<file path="config.mk">
export PLATFORM = sky130hd
export DESIGN_NAME = spi_responder
export DESIGN_NICKNAME = d
export VERILOG_FILES = /design/src/rtl/spi_pkg.sv /design/src/rtl/spi_sync_edge.sv /design/src/rtl/spi_responder.sv
export SDC_FILE = /design/constraint.sdc
export NUM_CORES = 1
export LEC_CHECK = 0
export CAP_MARGIN = 5
export CELL_PAD_IN_SITES_DETAIL_PLACEMENT = 1
export CELL_PAD_IN_SITES_GLOBAL_PLACEMENT = 1
export CORE_MARGIN = 4
export CORE_UTILIZATION = 30
export CTS_BUF_LIST = sky130_fd_sc_hd__clkbuf_8
export CTS_CLUSTER_DIAMETER = 100
export CTS_CLUSTER_SIZE = 16
export DETAILED_ROUTE_END_ITERATION = 16
export PLACE_DENSITY = 0.69
export SYNTH_ARGS = -nofsm -noshare
export SYNTH_HDL_FRONTEND = slang
export SYNTH_SLANG_ARGS = --single-unit
</file>
<file path="constraint.sdc">
create_clock -name wb_clk -period 2.97 [get_ports wb_clk]
set_input_delay 0.594 -clock wb_clk [delete_from_list [all_inputs] [get_ports wb_clk]]
set_output_delay 0.594 -clock wb_clk [all_outputs]
set_load 0.005 [all_outputs]
</file>
<file path="src/rtl/spi_pkg.sv">
// Shared SPI definitions: flash-style command opcodes, responder states and ID byte selection.
package spi_pkg;

    localparam logic [7:0] CMD_READ_ID   = 8'h9F;
    localparam logic [7:0] CMD_STATUS    = 8'h05;
    localparam logic [7:0] CMD_FAST_READ = 8'h0B;
    localparam logic [7:0] CMD_PROGRAM   = 8'h02;

    localparam int unsigned SYNC_STAGES = 2;

    typedef enum logic [3:0] {
        ST_IDLE,
        ST_CMD,
        ST_ID,
        ST_STATUS,
        ST_ADDR,
        ST_DUMMY,
        ST_RDATA,
        ST_WDATA,
        ST_IGNORE
    } spi_state_t;

    // Byte idx of a 32-bit ID word, idx 0 being the most significant byte.
    function automatic logic [7:0] id_byte(input logic [31:0] id, input logic [1:0] idx);
        logic [7:0] b;
        case (idx)
            2'd0:    b = id[31:24];
            2'd1:    b = id[23:16];
            2'd2:    b = id[15:8];
            default: b = id[7:0];
        endcase
        return b;
    endfunction

endpackage

</file>
<file path="src/rtl/spi_sync_edge.sv">
// Two-flop synchronisers for the SPI pins plus edge detection on cs and sck.
module spi_sync_edge
    import spi_pkg::*;
(
    input  logic clk,
    input  logic rst_n,
    input  logic cs,
    input  logic sck,
    input  logic mosi,
    output logic cs_s,
    output logic mosi_s,
    output logic sck_rise,
    output logic sck_fall,
    output logic cs_rise,
    output logic cs_fall
);

    logic [SYNC_STAGES-1:0] cs_q;
    logic [SYNC_STAGES-1:0] sck_q;
    logic [SYNC_STAGES-1:0] mosi_q;
    logic                   sck_p;
    logic                   cs_p;

    // Idle-bus reset values keep a reset from looking like a frame edge.
    always_ff @(posedge clk or negedge rst_n) begin
        if (!rst_n) begin
            cs_q   <= '1;
            sck_q  <= '0;
            mosi_q <= '1;
            sck_p  <= 1'b0;
            cs_p   <= 1'b1;
        end else begin
            cs_q   <= {cs_q[SYNC_STAGES-2:0], cs};
            sck_q  <= {sck_q[SYNC_STAGES-2:0], sck};
            mosi_q <= {mosi_q[SYNC_STAGES-2:0], mosi};
            sck_p  <= sck_q[SYNC_STAGES-1];
            cs_p   <= cs_q[SYNC_STAGES-1];
        end
    end

    assign cs_s     = cs_q[SYNC_STAGES-1];
    assign mosi_s   = mosi_q[SYNC_STAGES-1];
    assign sck_rise = sck_q[SYNC_STAGES-1] & ~sck_p;
    assign sck_fall = ~sck_q[SYNC_STAGES-1] & sck_p;
    assign cs_rise  = cs_q[SYNC_STAGES-1] & ~cs_p;
    assign cs_fall  = ~cs_q[SYNC_STAGES-1] & cs_p;

endmodule

</file>
<file path="src/rtl/spi_responder.sv">
// SPI mode-0 responder emulating a small serial flash over a byte-memory port.
module spi_responder
    import spi_pkg::*;
#(
    parameter logic [31:0] ID = 32'hEF401800,
    parameter int unsigned AW = 24
) (
    input  logic          wb_clk,
    input  logic          wb_rst_n,
    input  logic          cs,
    input  logic          sck,
    input  logic          mosi,
    output logic          miso,
    output logic          miso_oe,
    output logic [AW-1:0] mem_addr,
    output logic          mem_rd,
    input  logic [7:0]    mem_rdata,
    output logic          mem_wr,
    output logic [7:0]    mem_wdata,
    input  logic [7:0]    status,
    output logic          frame_done
);

    logic       cs_s;
    logic       mosi_s;
    logic       sck_rise;
    logic       sck_fall;
    logic       cs_rise;
    logic       cs_fall;

    spi_state_t state;
    spi_state_t state_nx;

    logic [2:0] bit_cnt;
    logic [6:0] rx;
    logic [7:0] tx;
    logic [1:0] byte_cnt;
    logic       is_write;
    logic       rd_pend;
    logic [1:0] warm;
    logic       armed;

    logic       byte_done_c;
    logic [7:0] rx_byte_c;

    spi_sync_edge u_sync (
        .clk      (wb_clk),
        .rst_n    (wb_rst_n),
        .cs       (cs),
        .sck      (sck),
        .mosi     (mosi),
        .cs_s     (cs_s),
        .mosi_s   (mosi_s),
        .sck_rise (sck_rise),
        .sck_fall (sck_fall),
        .cs_rise  (cs_rise),
        .cs_fall  (cs_fall)
    );

    assign rx_byte_c   = {rx, mosi_s};
    assign byte_done_c = sck_rise && !cs_s && (state != ST_IDLE) && (bit_cnt == 3'd7);

    // A frame may only start once cs has been seen high with the synchronisers settled.
    always_ff @(posedge wb_clk or negedge wb_rst_n) begin
        if (!wb_rst_n) begin
            warm  <= 2'b00;
            armed <= 1'b0;
        end else begin
            warm <= {warm[0], 1'b1};
            if (warm[1] && cs_s) begin
                armed <= 1'b1;
            end
        end
    end

    always_ff @(posedge wb_clk or negedge wb_rst_n) begin
        if (!wb_rst_n) begin
            state <= ST_IDLE;
        end else begin
            state <= state_nx;
        end
    end

    always_comb begin
        state_nx = state;
        if (cs_rise) begin
            state_nx = ST_IDLE;
        end else if (state == ST_IDLE) begin
            if (cs_fall && armed) begin
                state_nx = ST_CMD;
            end
        end else if (byte_done_c) begin
            case (state)
                ST_CMD: begin
                    case (rx_byte_c)
                        CMD_READ_ID:   state_nx = ST_ID;
                        CMD_STATUS:    state_nx = ST_STATUS;
                        CMD_FAST_READ: state_nx = ST_ADDR;
                        CMD_PROGRAM:   state_nx = ST_ADDR;
                        default:       state_nx = ST_IGNORE;
                    endcase
                end
                ST_ADDR: begin
                    if (byte_cnt == 2'd2) begin
                        state_nx = is_write ? ST_WDATA : ST_DUMMY;
                    end
                end
                ST_DUMMY: state_nx = ST_RDATA;
                default:  state_nx = state;
            endcase
        end
    end

    always_ff @(posedge wb_clk or negedge wb_rst_n) begin
        if (!wb_rst_n) begin
            miso       <= 1'b1;
            miso_oe    <= 1'b0;
            mem_addr   <= '0;
            mem_rd     <= 1'b0;
            mem_wr     <= 1'b0;
            mem_wdata  <= 8'h00;
            frame_done <= 1'b0;
            bit_cnt    <= 3'd0;
            rx         <= 7'h7F;
            tx         <= 8'hFF;
            byte_cnt   <= 2'd0;
            is_write   <= 1'b0;
            rd_pend    <= 1'b0;
        end else begin
            mem_rd     <= 1'b0;
            mem_wr     <= 1'b0;
            frame_done <= 1'b0;
            rd_pend    <= mem_rd;

            // Read data lands a cycle after the strobe, well before the next sck fall.
            if (rd_pend) begin
                tx <= mem_rdata;
            end
            if (mem_wr) begin
                mem_addr <= mem_addr + AW'(1);
            end

            if (cs_rise) begin
                frame_done <= (state != ST_IDLE);
                miso       <= 1'b1;
                miso_oe    <= 1'b0;
            end else if (state == ST_IDLE) begin
                if (cs_fall && armed) begin
                    bit_cnt  <= 3'd0;
                    byte_cnt <= 2'd0;
                    tx       <= 8'hFF;
                    miso_oe  <= 1'b1;
                end
            end else begin
                if (sck_rise) begin
                    rx      <= rx_byte_c[6:0];
                    bit_cnt <= bit_cnt + 3'd1;
                end
                if (sck_fall) begin
                    miso <= tx[7];
                    tx   <= {tx[6:0], 1'b1};
                end
                if (byte_done_c) begin
                    case (state)
                        ST_CMD: begin
                            byte_cnt <= 2'd0;
                            case (rx_byte_c)
                                CMD_READ_ID:   tx <= id_byte(ID, 2'd0);
                                CMD_STATUS:    tx <= status;
                                CMD_FAST_READ: is_write <= 1'b0;
                                CMD_PROGRAM:   is_write <= 1'b1;
                                default:       tx <= 8'hFF;
                            endcase
                        end
                        ST_ID: begin
                            if (byte_cnt != 2'd3) begin
                                byte_cnt <= byte_cnt + 2'd1;
                                tx       <= id_byte(ID, byte_cnt + 2'd1);
                            end
                        end
                        ST_STATUS: tx <= status;
                        ST_ADDR: begin
                            mem_addr <= AW'({mem_addr, rx_byte_c});
                            byte_cnt <= byte_cnt + 2'd1;
                        end
                        ST_DUMMY: mem_rd <= 1'b1;
                        ST_RDATA: begin
                            mem_addr <= mem_addr + AW'(1);
                            mem_rd   <= 1'b1;
                        end
                        ST_WDATA: begin
                            mem_wdata <= rx_byte_c;
                            mem_wr    <= 1'b1;
                        end
                        default: tx <= 8'hFF;
                    endcase
                end
            end
        end
    end

endmodule
</file>
# After elaboration in Yosys (flattened, before gate mapping)

Cells that the tools add are included.

Register bits after elaboration: 74
Input bits: 21
Logic and storage cells: 131

$add $sub $neg: 3
Equality and inequality tests: 21
Muxes and demuxes: 47
Bitwise operators: 10
Reductions and logical operators: 29

Operators with widths:

| kind                  | number |
|---|---|
| $mux 24               | 4 |
| $mux 8                | 7 |
| $pmux 24 s2           | 1 |
| $pmux 8 s3            | 2 |
| $pmux 8 s4            | 1 |
| $add 24x1->24 const B | 1 |
| $pmux 4 s3            | 2 |
| $mux 4                | 5 |
| $eq 4x3->1 const B    | 4 |
| $mux 1                | 15 |
| $reduce_bool 2->1     | 6 |
| $mux 2                | 5 |
| $reduce_and 5->1      | 2 |
| $mux 3                | 3 |
| $eq 4x2->1 const B    | 2 |
| $eq 8x2->1 const B    | 1 |
| $eq 8x3->1 const B    | 1 |
| $eq 8x4->1 const B    | 1 |
| $eq 8x8->1 const B    | 1 |
| $reduce_and 4->1      | 2 |
| $reduce_bool 4->1     | 2 |
| $not 1->1             | 6 |
| $pmux 2 s3            | 1 |
| $reduce_and 3->1      | 2 |
| other kinds (22)      | 33 |

# Longest topological paths before layout

Word-level depth: 8
Mapped depth: 8
Gate-level depth less buffers: 7

# By module

From an unflattened synthesis, not the netlist that was laid out.

Cells, all modules: 421
Area, all modules: 4224.1 um^2

Modules (own cells, without submodules):

| module        | instances | cells an instance | area an instance (um^2) | sequential area each (um^2) |
|---|---|---|---|---|
| spi_responder | 1         | 409               | 3982.6                  | 1671.6 |
| spi_sync_edge | 1         | 12                | 241.5                   | 206.4 |

# Worst setup path before layout

OpenSTA, ideal clock, no wires.

Path kind: register -> register
From: register bit_cnt[0]
To: register mem_addr[15]
Data arrival time: 1751 ps
Path slack: 1080 ps
Cell stages (with the launch flop): 8
Buffers on the path: 0
Cells stage by stage: dfrtp_1 > ha_1 > ha_1 > and4bb_1 > a31oi_1 > nor3_2 > a311oi_1 > a211oi_1

Word-level cells in the longest chain between the ends: 5

RTL lines:

| item                     | RTL line             | source |
|---|---|---|
| start: declaration       | spi_responder.sv:34  | `logic [2:0] bit_cnt;` |
| start signal: assignment | spi_responder.sv:157 | `bit_cnt <= bit_cnt + 3'd1;` |
| $eq 3x3->1               | spi_responder.sv:61  | `assign byte_done_c = sck_rise && !cs_s && (state != ST_IDLE) && (bit_cnt == 3'd7);` |
| $logic_and 1x1->1        | spi_responder.sv:61  |  |
| $mux 24                  | spi_responder.sv:163 | `if (byte_done_c) begin` |
| $mux 24                  | spi_responder.sv:147 | `end else if (state == ST_IDLE) begin` |
| $mux 24                  | spi_responder.sv:143 | `if (cs_rise) begin` |
| end signal: assignment   | spi_responder.sv:140 | `mem_addr <= mem_addr + AW'(1);` |
| end signal: assignment   | spi_responder.sv:183 | `mem_addr <= AW'({mem_addr, rx_byte_c});` |
| end signal: assignment   | spi_responder.sv:188 | `mem_addr <= mem_addr + AW'(1);` |
| end: declaration         | spi_responder.sv:15  | `output logic [AW-1:0] mem_addr,` |

No other way between the ends.
A chain may end at the register's enable or synchronous reset.

# Worst setup path after layout

From: register state[0]
To: register bit_cnt[0]

Word-level cells in the longest chain between the ends: 3
Elaborated cells on any way between the ends: 5
Those cells by class: eq/ne (1); mux (1); reduce/logical (3)

RTL lines:

| item                                                             | RTL line             | source |
|---|---|---|
| start: declaration                                               | spi_responder.sv:31  | `spi_state_t state;` |
| start signal: assignment                                         | spi_responder.sv:80  | `state <= state_nx;` |
| $logic_not 4->1 *                                                | spi_responder.sv:147 |  |
| $ne 2x1->1 (no source line) or $reduce_bool 2->1 (tied branches) | --                   |  |
| $reduce_and 3->1 (no source line)                                | --                   |  |

Mark *: on every way between the ends. The rest lies on a longest branch, timed or not.

==> flow_metrics.py <==
metrics = {
    "die": {
        "row_count": 43,
        "die_height_microns": 127,
        "io_pins": 58,
        "initial_core_util_pct": 30.6,
        "die_w_microns": 127,
        "fp.coreArea_sq_mm": 0.0138,
        "fp.dieArea_sq_mm": 0.0161,
    },
    "cts": {
        "clock_latency_ps": 370,
        "cts.clk_slew.worst_paths_ps": 80,
        "cts_hold_buffers": 0,
        "cts.repair.resized": 0,
        "cts_buffers": 9,
        "cts_tree": "done",
        "root_buffer": "clkbuf_8",
        "clock_sinks": 74,
        "cts_buffer_depth": 2,
        "postCtsSetupRepairBufs": 0,
        "cts.htree.levels": 3,
    },
    "sta": {
        "period_minus_slack_ps": 2480,
        "maxSlewHeadroom_pct": 30.2,
        "hold_viol_final": 0,
        "finalMaxSlewViolations": 0,
        "tightest_slew_ps": 1040,
        "finalSetupViolCount": 0,
        "setup_tns_ps": 0,
        "layout_setup_ws_ps": 495,
        "max_freq_mhz": 404,
        "min_period_over_period_pct": 83.3,
        "rsz0062_at_grt": "no",
        "clock_skew_ps": 11.5,
    },
    "yosys": {
        "synth_top_family_by_area": "simple AND/OR/NAND/NOR gates",
        "yosys_warnings": 0,
        "synthDistinctLibCells": 65,
        "synth_fa_ha_area_share_pct": 1.77,
        "synth-edff-count": 0,
        "synthCells": 431,
        "ys_seq_area_share_pct": 44.4,
        "syn_area_sq_mm": 0.00423,
        "synth_seq_cells": 74,
        "synthXorXnorAreaFrac_pct": 3.31,
        "synth-simple-area-share_pct": 22.4,
        "synthArstFlopShare_pct": 100,
        "synth_area_per_cell_sq_um": 9.82,
        "synth.net_count": 458,
        "synth-compound-area-share_pct": 16.8,
        "synth.area.mux_share_pct": 7.42,
        "ys.flop_type": "dfrtp_1",
    },
    "global_routing": {
        "grt-ovfl-total": 0,
        "antenna_found_initial": 0,
        "grt_max_degree": 75,
        "grt_pass1_vias": 3856,
        "grt_pass1_wl_microns": 20500,
        "grt_usage_pct": 15.8,
    },
    "critical_path": {
        "critical_path_required_ps": 3230,
        "crit_type": "flop to flop",
        "rr_endpoint": "bit_cnt[0]",
        "endpoint_kind": "flop",
        "timing.rr.start": "state[0]",
        "r2r_setup_slack_ps": 490,
        "worstPathArrival_ps": 2730,
        "reg2regPathDepth": 4,
        "worst-path-max-fanout": 19,
        "crit_path_start_kind": "flop",
    },
    "pwr": {
        "powerDensity_mw_per_mm2": 572,
        "total_power_mw": 2.95,
        "peakVddDrop_mv": 0.211,
        "p_leak_nw": 2.06,
    },
    "layout": {
        "final_cell_mix": "clkdlybuf4s50_1 (56), dfrtp_1 (53), nand2_1 (42)",
        "final_area_sq_mm": 0.00515,
        "diodes": 0,
        "final_util_pct": 37.3,
        "fin_nets": 503,
        "layout_commonest_cell": "clkdlybuf4s50_1",
        "area_delta_synth_final_pct": 21.7,
        "drive_gt1_share_pct": 17.3,
    },
    "placement": {
        "dp_hpwl_microns": 8640,
        "io_buffers": 57,
        "placed_area_sq_mm": 0.00493,
        "post-place-ws_ps": 495,
        "place.gp.congestion": 0.820,
    },
    "detailed_routing": {
        "dr.pass1.iters": 4,
        "detail-route-antenna-nets": 0,
        "vias": 3552,
        "drc": 0,
        "drt_iter0_drc": 216,
        "totalWireLength_microns": 12000,
        "viasPerCell": 5.37,
        "avgRoutedWirePerCell_microns": 18.2,
    },
    "min_path": {
        "min_path_type": "primary input to async pin",
    },
    "run_status": {
        "status": "finished clean",
    },
    "flow_run": {
        "maxCapViolCount": 0,
    },
}
[layer usage]
layer / vias to the layer above / wire (microns) / global-route usage [%] / share of wire [%]
met2: 71 / 5760 / 25.2 / 48
met3: 16 / 481 / 3.66 / 4.0
met1: 1789 / 5550 / 21.1 / 46
met4: 0 / 214 / 5.36 / 1.8
li1: 1676 / - / - / -
met5: - / 0 / 0 / 0
[cell type report]
class	count	area (sq um)
Timing Repair Buffer	62	606
Fill cell	1571	8670
Multi-Input combinational cell	324	2200
Clock buffer	9	124
Tap cell	180	225
Sequential cell	74	1880
Clock inverter	7	101
Inverter	5	18.8
[worst max-delay path, cell delays in order, from the launching register on]
cell and delay (ps):
dfrtp_1 790, nor4_4 190, nor4b_2 890, nor2_1 170
mux2_2 320
[power by group]
| part | internal (mW) | switching (mW) |
|---|---|---|
| clock network | 0.478 | 0.419 |
| logic | 0.326 | 0.420 |
| registers | 1.15 | 0.159 |
| total | 1.95 | 0.998 |
[flip-flops by register name (all words and copies together), names as in the netlist, 2 cells and up]
name	flops
state	4
byte_cnt	2
mem_addr	24
u_sync.cs_q	2
rx	7
warm	2
u_sync.sck_q	2
tx	8
bit_cnt	3
mem_wdata	8
u_sync.mosi_q	2
[worst max path at each step]
stage | depth (start not counted) | slack, ps | start | end
6_report | 4 | 490 | state[0] | bit_cnt[0]
5_1_grt | 4 | 290 | state[0] | bit_cnt[0]
4_1_cts | 4 | 460 | state[0] | bit_cnt[0]
3_5_place_dp | 4 | 500 | state[0] | bit_cnt[0]
3_3_place_gp | 7 | 630 | bit_cnt[0] | mem_addr[13]
2_1_floorplan | 7 | 1080 | bit_cnt[0] | mem_addr[15]
[Yosys cell counts, types with 10 or more instances]
master	count	area, sq um
mux2_2	19	214
and3_1	10	62.6
a21oi_1	11	55.1
dfstp_2	21	552
nand3_1	25	125
mux2i_1	10	100
buf_2	10	50.1
clkbuf_1	12	45.0
nor2_1	35	131
nand2_1	42	158
o21ai_0	26	130
dfrtp_1	53	1330
[stage by stage]
step	cells	hold WS, ps
finish	661	358
floorplan	431	298
global placement	645	337
detailed placement	645	336
CTS	661	363
global route	661	374
[kinds of logic (layout without fill, tap and decap cells)]
family | count (synthesis) | after routing
and+or+nand+nor | 169 | 169
AOI/OAI and AO/OA | 103 | 103
DFF | 74 | 74
buffers and inverters | 33 | 83
muxes | 29 | 29
xor gates and xnor gates | 16 | 16
adders and majority gates | 6 | 6
other | 1 | 1
No activity file was read; power rests on OpenSTA's default activity.
